### config.mk
export PLATFORM = sky130hd
export DESIGN_NAME = uart_probe_streamer
export DESIGN_NICKNAME = d
export VERILOG_FILES = /design/src/rtl/uart_probe_streamer.sv
export SDC_FILE = /design/constraint.sdc
export NUM_CORES = 1
export LEC_CHECK = 0
export BUFFER_PORTS_ARGS = -buffer_cell sky130_fd_sc_hd__buf_4
export CAP_MARGIN = 10
export CORE_MARGIN = 2
export CORE_UTILIZATION = 30
export DETAILED_ROUTE_END_ITERATION = 12
export PLACE_DENSITY = 0.49
export REMOVE_ABC_BUFFERS = 1
export SETUP_SLACK_MARGIN = 0.05
export SYNTH_ARGS = -nofsm -noshare
export SYNTH_HDL_FRONTEND = slang
export SYNTH_SLANG_ARGS = --single-unit
### constraint.sdc
create_clock -name clk -period 6.1 [get_ports clk]
set_clock_uncertainty 0.1 [all_clocks]
set_input_delay 0.61 -clock clk [delete_from_list [all_inputs] [get_ports clk]]
set_output_delay 0.61 -clock clk [all_outputs]
set_load 0.005 [all_outputs]
### src/rtl/uart_probe_streamer.sv
// Probe-channel telemetry tap: snapshots NUM_CH channels and streams them as one
// framed, checksummed 8N1 UART packet (periodic, on-change or triggered).
module uart_probe_streamer #(
    parameter int         CLK_HZ     = 50000000,
    parameter int         BAUD       = 115200,
    parameter int         NUM_CH     = 8,
    parameter int         CH_W       = 8,
    parameter int         PERIOD_CYC = 5000000,
    parameter logic [7:0] HEADER     = 8'hA5
) (
    input  logic                   clk,
    input  logic                   rst,
    input  logic [NUM_CH*CH_W-1:0] ch_data,
    input  logic [1:0]             mode,
    input  logic                   trigger,
    output logic                   uart_tx,
    output logic                   tx_busy,
    output logic [7:0]             seq
);
    localparam int DIV    = CLK_HZ / BAUD;
    localparam int BPC    = (CH_W + 7) / 8;
    localparam int NBYTES = NUM_CH * BPC + 3;
    localparam int DW     = NUM_CH * CH_W;
    localparam int PW     = NUM_CH * BPC * 8;
    localparam int DIVW   = $clog2(DIV);
    localparam int IDXW   = $clog2(NBYTES);
    localparam int TW     = (PERIOD_CYC > 1) ? $clog2(PERIOD_CYC) : 1;

    typedef enum logic [2:0] {S_IDLE, S_LOAD, S_START, S_DATA, S_STOP, S_NEXT} state_t;

    state_t          state_q, state_d;
    logic [DIVW-1:0] div_q, div_d;
    logic [2:0]      bit_q, bit_d;
    logic [IDXW-1:0] idx_q, idx_d;
    logic [7:0]      shreg_q, shreg_d;
    logic [7:0]      chk_q, chk_d;
    logic [7:0]      seq_q, seq_d;
    logic            busy_q, busy_d;
    logic            pending_q, pending_d;
    logic [TW-1:0]   timer_q, timer_d;
    logic [DW-1:0]   snap_q, snap_d;
    logic [DW-1:0]   last_q, last_d;

    logic [PW-1:0]   padded;
    logic [7:0]      cur_byte;
    logic            bit_done, stop_done, last_byte, tick, req, go;

    // NOTE: every always_comb output gets a default first, so no latch can be inferred.
    always_comb begin : request
        tick      = (timer_q == TW'(PERIOD_CYC - 1));
        timer_d   = tick ? '0 : timer_q + 1'b1;
        bit_done  = (div_q == DIVW'(DIV - 1));
        stop_done = (div_q == DIVW'(DIV - 2));
        last_byte = (idx_q == IDXW'(NBYTES - 1));
        req = 1'b0;
        if (mode != 2'd3 && trigger)                                   req = 1'b1;
        if (mode == 2'd0 && tick)                                      req = 1'b1;
        if (mode == 2'd1 && state_q == S_IDLE && ch_data != last_q)    req = 1'b1;
        go = req || (pending_q && mode != 2'd3);
    end

    always_comb begin : byte_mux
        padded = '0;
        for (int k = 0; k < NUM_CH; k++)
            padded[k*BPC*8 +: CH_W] = snap_q[k*CH_W +: CH_W];
        cur_byte = chk_q;
        if (idx_q == '0)
            cur_byte = HEADER;
        else if (idx_q == IDXW'(1))
            cur_byte = seq_q;
        else
            for (int j = 0; j < NBYTES - 3; j++)
                if (idx_q == IDXW'(j + 2)) cur_byte = padded[j*8 +: 8];
    end

    always_comb begin : fsm_next
        state_d = state_q;
        case (state_q)
            S_IDLE:  if (go) state_d = S_LOAD;
            S_LOAD:  state_d = S_START;
            S_START: if (bit_done) state_d = S_DATA;
            S_DATA:  if (bit_done && bit_q == 3'd7) state_d = S_STOP;
            // Stop bit spends its final cycle in NEXT so bytes stay back to back.
            S_STOP:  if (stop_done) state_d = S_NEXT;
            S_NEXT:  state_d = last_byte ? S_IDLE : S_START;
            default: state_d = S_IDLE;
        endcase
    end

    always_comb begin : datapath
        div_d     = '0;
        bit_d     = bit_q;
        idx_d     = idx_q;
        shreg_d   = shreg_q;
        chk_d     = chk_q;
        seq_d     = seq_q;
        busy_d    = busy_q;
        snap_d    = snap_q;
        last_d    = last_q;
        pending_d = (pending_q && state_q != S_LOAD) || req;
        if (mode == 2'd3) pending_d = 1'b0;
        case (state_q)
            S_LOAD: begin
                snap_d = ch_data;
                last_d = ch_data;
                seq_d  = seq_q + 8'd1;
                idx_d  = '0;
                chk_d  = '0;
                busy_d = 1'b1;
            end
            S_START: begin
                if (bit_done) begin
                    shreg_d = cur_byte;
                    bit_d   = '0;
                end else begin
                    div_d = div_q + 1'b1;
                end
            end
            S_DATA: begin
                if (bit_done) begin
                    shreg_d = {1'b0, shreg_q[7:1]};
                    bit_d   = bit_q + 3'd1;
                end else begin
                    div_d = div_q + 1'b1;
                end
            end
            S_STOP: if (!stop_done) div_d = div_q + 1'b1;
            S_NEXT: begin
                if (idx_q != '0) chk_d = chk_q + cur_byte;
                idx_d = idx_q + 1'b1;
                if (last_byte) busy_d = 1'b0;
            end
            default: ;
        endcase
    end

    always_comb begin : fsm_out
        uart_tx = 1'b1;
        if (state_q == S_START)     uart_tx = 1'b0;
        else if (state_q == S_DATA) uart_tx = shreg_q[0];
    end

    assign tx_busy = busy_q;
    assign seq     = seq_q;

    // NOTE: state updates use <= so every flop samples the values from before the edge.
    always_ff @(posedge clk) begin
        if (rst) begin
            state_q   <= S_IDLE;
            div_q     <= '0;
            bit_q     <= '0;
            idx_q     <= '0;
            shreg_q   <= '0;
            chk_q     <= '0;
            seq_q     <= 8'hFF;
            busy_q    <= 1'b0;
            pending_q <= 1'b0;
            timer_q   <= '0;
            last_q    <= '0;
        end else begin
            state_q   <= state_d;
            div_q     <= div_d;
            bit_q     <= bit_d;
            idx_q     <= idx_d;
            shreg_q   <= shreg_d;
            chk_q     <= chk_d;
            seq_q     <= seq_d;
            busy_q    <= busy_d;
            pending_q <= pending_d;
            timer_q   <= timer_d;
            last_q    <= last_d;
        end
    end

    // NOTE: the payload snapshot is always reloaded in LOAD before it is read, so it carries no reset.
    always_ff @(posedge clk) snap_q <= snap_d;

endmodule
### After elaboration in Yosys (flattened, before gate mapping)

Cells that the tools add are included.

| cells by class | value |
|---|---|
| $mul | 0 |
| reductions and logical operators | 22 |
| bitwise operators | 0 |
| shift-type cells | 0 |
| $lt $le $gt $ge | 0 |
| add/subtract/negate cells | 6 |
| divide/modulo/power cells | 0 |
| eq/ne operators | 31 |
| muxes and demuxes | 35 |

Operators by type and width:

| kind | count |
|---|---|
| $mux 8 | 13 |
| $ne 64x64->1 | 1 |
| $pmux 8 s2 | 2 |
| $add 23x1->23 const B | 1 |
| $eq 23x23->1 const B | 1 |
| $eq 9x9->1 const B | 2 |
| $mux 3 | 6 |
| $mux 9 | 2 |
| $pmux 3 s6 | 1 |
| $pmux 9 s2 | 1 |
| $eq 4x3->1 const B | 4 |
| $ne 2x2->1 const B | 8 |
| $eq 4x4->1 const B | 3 |
| $add 9x1->9 const B | 1 |
| $eq 3x3->1 const B | 3 |
| $add 8x1->8 const B | 1 |
| $add 8x8->8 | 1 |
| $eq 4x2->1 const B | 2 |
| $pmux 4 s2 | 1 |
| $logic_and 1x1->1 | 7 |
| $eq 3x2->1 const B | 2 |
| $mux 1 | 6 |
| $pmux 3 s2 | 1 |
| $reduce_or 2->1 | 3 |
| 18 further kinds | 21 |

| storage, ports and cells | value |
|---|---|
| bits of input ports | 69 |
| ROM bits | 0 |
| word-level logic and storage cells | 106 |
| bits in registers | 196 |
| memories kept | 0 |
| output and inout port bits | 10 |
| bits in writable memories | 0 |
| latch bits | 0 |

### Longest topological paths before layout

| logic depth | value |
|---|---|
| depth in word-level cells | 14 |
| mapped depth | 18 |
| depth with buffers taken out | 16 |

### Least setup slack after synthesis

Ideal clock, no wire load.

| timing path | value |
|---|---|
| kind | register to register |
| from | reg idx_q[0] |
| to | reg chk_q[7] |
| cell stages (with the launch flop) | 18 |
| setup time | 0.065 ns |
| clock period less this slack | 3.735 ns |
| arrival time | 3.570 ns |
| buffers on the path | 2 |
| setup slack | 2.365 ns |
| cell sequence | dfxtp_1 > inv_1 > ha_1 > buf_2 > and3b_1 > buf_6 > or2_2 > a211o_1 > nand2_1 > nand2_1 > a21oi_1 > ha_1 > a21o_1 > a211o_1 > a2111oi_2 > nor2_1 > or3_1 > nand4_1 |

| on the way | value |
|---|---|
| longest elaborated chain between the ends | 14 |
| elaborated cells between the ends (all ways) | 26 |

Ends and longest elaborated chain:

| element | RTL line | RTL |
|---|---|---|
| start: declaration | 34 | `logic [IDXW-1:0] idx_q, idx_d;` |
| start signal: assignment | 164 | `idx_q <= idx_d;` |
| $eq 4x2->1 | 73 | `if (idx_q == IDXW'(j + 2)) cur_byte = padded[j*8 +: 8];` |
| $mux 8 (8 in a row) | 73 |  |
| $mux 8 | 69 | `else if (idx_q == IDXW'(1))` |
| $mux 8 | 67 | `if (idx_q == '0)` |
| $add 8x8->8 | 129 | `if (idx_q != '0) chk_d = chk_q + cur_byte;` |
| $mux 8 | 129 |  |
| $pmux 8 s2 | 102 | `case (state_q)` |
| end signal: assignment | 166 | `chk_q <= chk_d;` |
| end: declaration | 36 | `logic [7:0] chk_q, chk_d;` |

Several ways; a longest one is shown, not always the timed one. The select of a mux whose other input is x is not followed.
A chain may end at the register's enable or synchronous reset.

### Worst setup path after layout

Ends and elaborated chain as after synthesis.

==> results.json <==
{
  "status": "complete, no violations",
  "grt_usage_pct": 15.11,
  "clock_latency_ns": 0.44,
  "rsz0062_at_grt": "no",
  "numCtsBuffers": 17,
  "antenna_found_initial": 0,
  "fp.dieH_um": 180.3,
  "reg2reg_from": "idx_q[0]$_SDFFE_PP0P_",
  "synth_cell_types": 72,
  "hp-class": "in2reg",
  "vias": 7110,
  "syn2layout_area_growth_pct": 15.60,
  "ys.flop_type": "dfxtp_1",
  "path_class": "reg2reg",
  "r2r_end": "chk_q[7]$_SDFFE_PP0P_",
  "synth_async_sr_flop_share_pct": 0,
  "crit_required_ns": 6.37,
  "yosysWarningCount": 0,
  "gr-total-overflow": 0,
  "grt_max_degree": 79,
  "globalplace.congestion": 0.9036,
  "synth_seq_cells": 196,
  "dp_hpwl_um": 17440,
  "die_area_sq_um": 32520,
  "stdcell_area_sq_um": 10780,
  "cts.clk_slew.worst_paths_ns": 0.07,
  "vias_per_cell": 4.863,
  "reg2reg_slack_ns": 1.74,
  "end_kind": "flip-flop",
  "htree_levels": 4,
  "dp_slack_ns": 1.748,
  "wirelength_um": 24170,
  "critPathMaxFanout": 8,
  "netlist_area_sq_um": 9328,
  "crit_start": "idx_q[0]$_SDFFE_PP0P_",
  "cts_tree": "done",
  "grt_pass1_wl_um": 38510,
  "setup_tns_ns": 0,
  "yosysSeqAreaShare_pct": 48.93,
  "postSynthAreaPerCell_sq_um": 9.272,
  "placedCellCount": 1431,
  "multi_input_area_sq_um": 4413,
  "max_freq_ghz": 0.2294,
  "seqCellArea_sq_um": 4564,
  "core_area_sq_um": 30590,
  "power_density_nw_per_um2": 353.1,
  "nets": 1142,
  "finalSetupViolations": 0,
  "ir_drop_v": 0.0001920,
  "final_antenna_net_count": 0,
  "post_cts_resized": 0,
  "grt_pass1_vias": 6754,
  "maxSlewHeadroom_pct": 33.64,
  "io_buffers": 78,
  "start_util_pct": 30.49,
  "arrival_ns": 4.63,
  "fin_util_pct": 35.25,
  "final_cell_mix": "177 x nand2_1, 132 x dfxtp_1, 116 x a21oi_1",
  "wl_per_cell_um": 16.53,
  "std_cell_rows": 64,
  "critPathCapture": "chk_q[7]$_SDFFE_PP0P_",
  "drive_gt1_share_pct": 12.38,
  "drv_slew": 0,
  "placed_area_sq_um": 10170,
  "clock_path_buffers": 2,
  "crit_path_start_kind": "flip-flop",
  "ios": 79,
  "die_w_um": 180.3,
  "cts_hold_buf": 0,
  "finalHoldViolCount": 0,
  "clock_sinks": 196,
  "reg2reg_depth": 15,
  "worst_pin_slew_ns": 0.9940,
  "drt_iter0_drc": 544,
  "cts-root-buf": "clkbuf_16",
  "syn_inst": 1006,
  "synth-edff-count": 64,
  "n_antenna_cell": 0,
  "dr.pass1.iters": 5,
  "post-route-drc-count": 0,
  "fillers": 3152,
  "fin_crit_ns": 4.360,
  "worst_slack_ns": 1.740,
  "fin_crit_sh_pct": 71.48,
  "leakage_nw": 3.775,
  "maxCapViolations": 0,
  "final_common_cell": "nand2_1",
  "postCtsSetupRepairBufs": 0,
  "finalNonFillerCells": 1462
}
-- routing by layer --
metal  wire, um  track usage (%)  vias up
li1           -                -     3608
met1      12170            21.94     3338
met2      10670            22.53      145
met3        960            2.890       19
met4        372            4.806        0
met5          0                0        -
-- worst min path at each step --
| stage | from | endpoint | slack, ns | depth (start not counted) |
|---|---|---|---|---|
| 2_1_floorplan | timer_q[0]$_SDFF_PP0_ | timer_q[0]$_SDFF_PP0_ | 0.33 | 1 |
| 3_3_place_gp | timer_q[0]$_SDFF_PP0_ | timer_q[0]$_SDFF_PP0_ | 0.34 | 1 |
| 3_5_place_dp | shreg_q[7]$_SDFFE_PP0P_ | shreg_q[7]$_SDFFE_PP0P_ | 0.36 | 2 |
| 4_1_cts | ch_data[13] | padded[13]$_DFFE_PP_ | 0.25 | 1 |
| 5_1_grt | ch_data[30] | padded[30]$_DFFE_PP_ | 0.25 | 1 |
| 6_report | ch_data[50] | padded[50]$_DFFE_PP_ | 0.27 | 1 |
-- cell usage after synthesis, drive strengths merged, types with 3 or more instances --
library cell  number  area share, %
or3                4           0.27
nor2b              8           0.54
edfxtp            64             21
ha                18            2.4
nor2              84            3.4
xnor2             80            7.5
a211o              8           0.75
or2                7           0.50
o22ai              5           0.34
a311o              3           0.32
o41ai              6           0.89
nand3b             4           0.46
nand4             32            2.1
o21bai             6           0.48
buf               20            1.6
and4bb             3           0.40
mux2i              9           0.97
dfxtp            132             28
and3              10           0.67
a31oi              4           0.27
a31o               3           0.28
o21ai             15           0.85
inv               24           0.97
nand2            177            7.1
nand2b             6           0.40
nor3              13           0.70
a21o               3           0.24
nor3b              3           0.30
a2111oi            3           0.42
xor2              19            1.8
nand3             30            1.6
nor4               5           0.50
a22oi              8           0.64
and2               5           0.34
clkbuf            32            1.3
a221oi             7           0.66
and3b              4           0.38
a21oi            117            6.3
-- state kept, by name (all words and copies together) (netlist names) --
register and cells:
seq 8, idx_q 4, timer_q 23, padded 64
pending_q 1, bit_q 3, tx_busy 1, shreg_q 8
last_q 64, state_q 3, chk_q 8, div_q 9
-- layout make-up --
cell class | count | area share (%)
Sequential cell | 196 | 42.33
Multi-Input combinational cell | 734 | 40.93
Clock inverter | 9 | 1.056
Tap cell | 396 | 4.595
Clock buffer | 22 | 4.595
Timing Repair Buffer | 81 | 5.639
Inverter | 24 | 0.8587
-- worst max-delay path, stage by stage (launching register included) --
cell	delay, ns
dfxtp_1	0.36
inv_1	0.10
ha_1	0.34
nor3b_2	0.72
mux2i_1	0.17
a211o_1	0.31
nand2_1	0.08
nand2_1	0.05
a21oi_1	0.26
ha_1	0.29
a21o_1	0.18
a211o_1	0.34
a2111oi_2	0.45
nor2_1	0.09
or3_1	0.36
nand4_1	0.10
-- through the flow --
step / power, W / hold WS (ns)
after floorplan: 0.002336 / 0.3260
after global placement: 0.002682 / 0.3431
after detailed placement: 0.002686 / 0.3573
after CTS: 0.003861 / 0.2533
after global routing: 0.004028 / 0.2503
final: 0.003808 / 0.2720
-- power by group --
| part | switching (W) | leakage [nW] | internal, W |
|---|---|---|---|
| sequential | 0.000195 | 1.67 | 0.00166 |
| clock | 0.000505 | 0.302 | 0.000664 |
| combinational | 0.000484 | 1.80 | 0.000296 |
| total | 0.00118 | 3.78 | 0.00262 |
-- kinds of logic (layout without fill, tap and decap cells) --
family                     count (synthesis)  after routing  synth area share [%]
buffers and inverters                     76            136                 3.823
AOI/OAI and AO/OA                        201            201                 13.60
DFF                                      196            196                 48.93
xor gates and xnor gates                  99             99                 9.296
and+or+nand+nor                          406            406                 20.75
adders and majority gates                 19             19                 2.629
muxes                                      9              9                0.9658
Note: power is estimated with default switching activity, not from simulation.
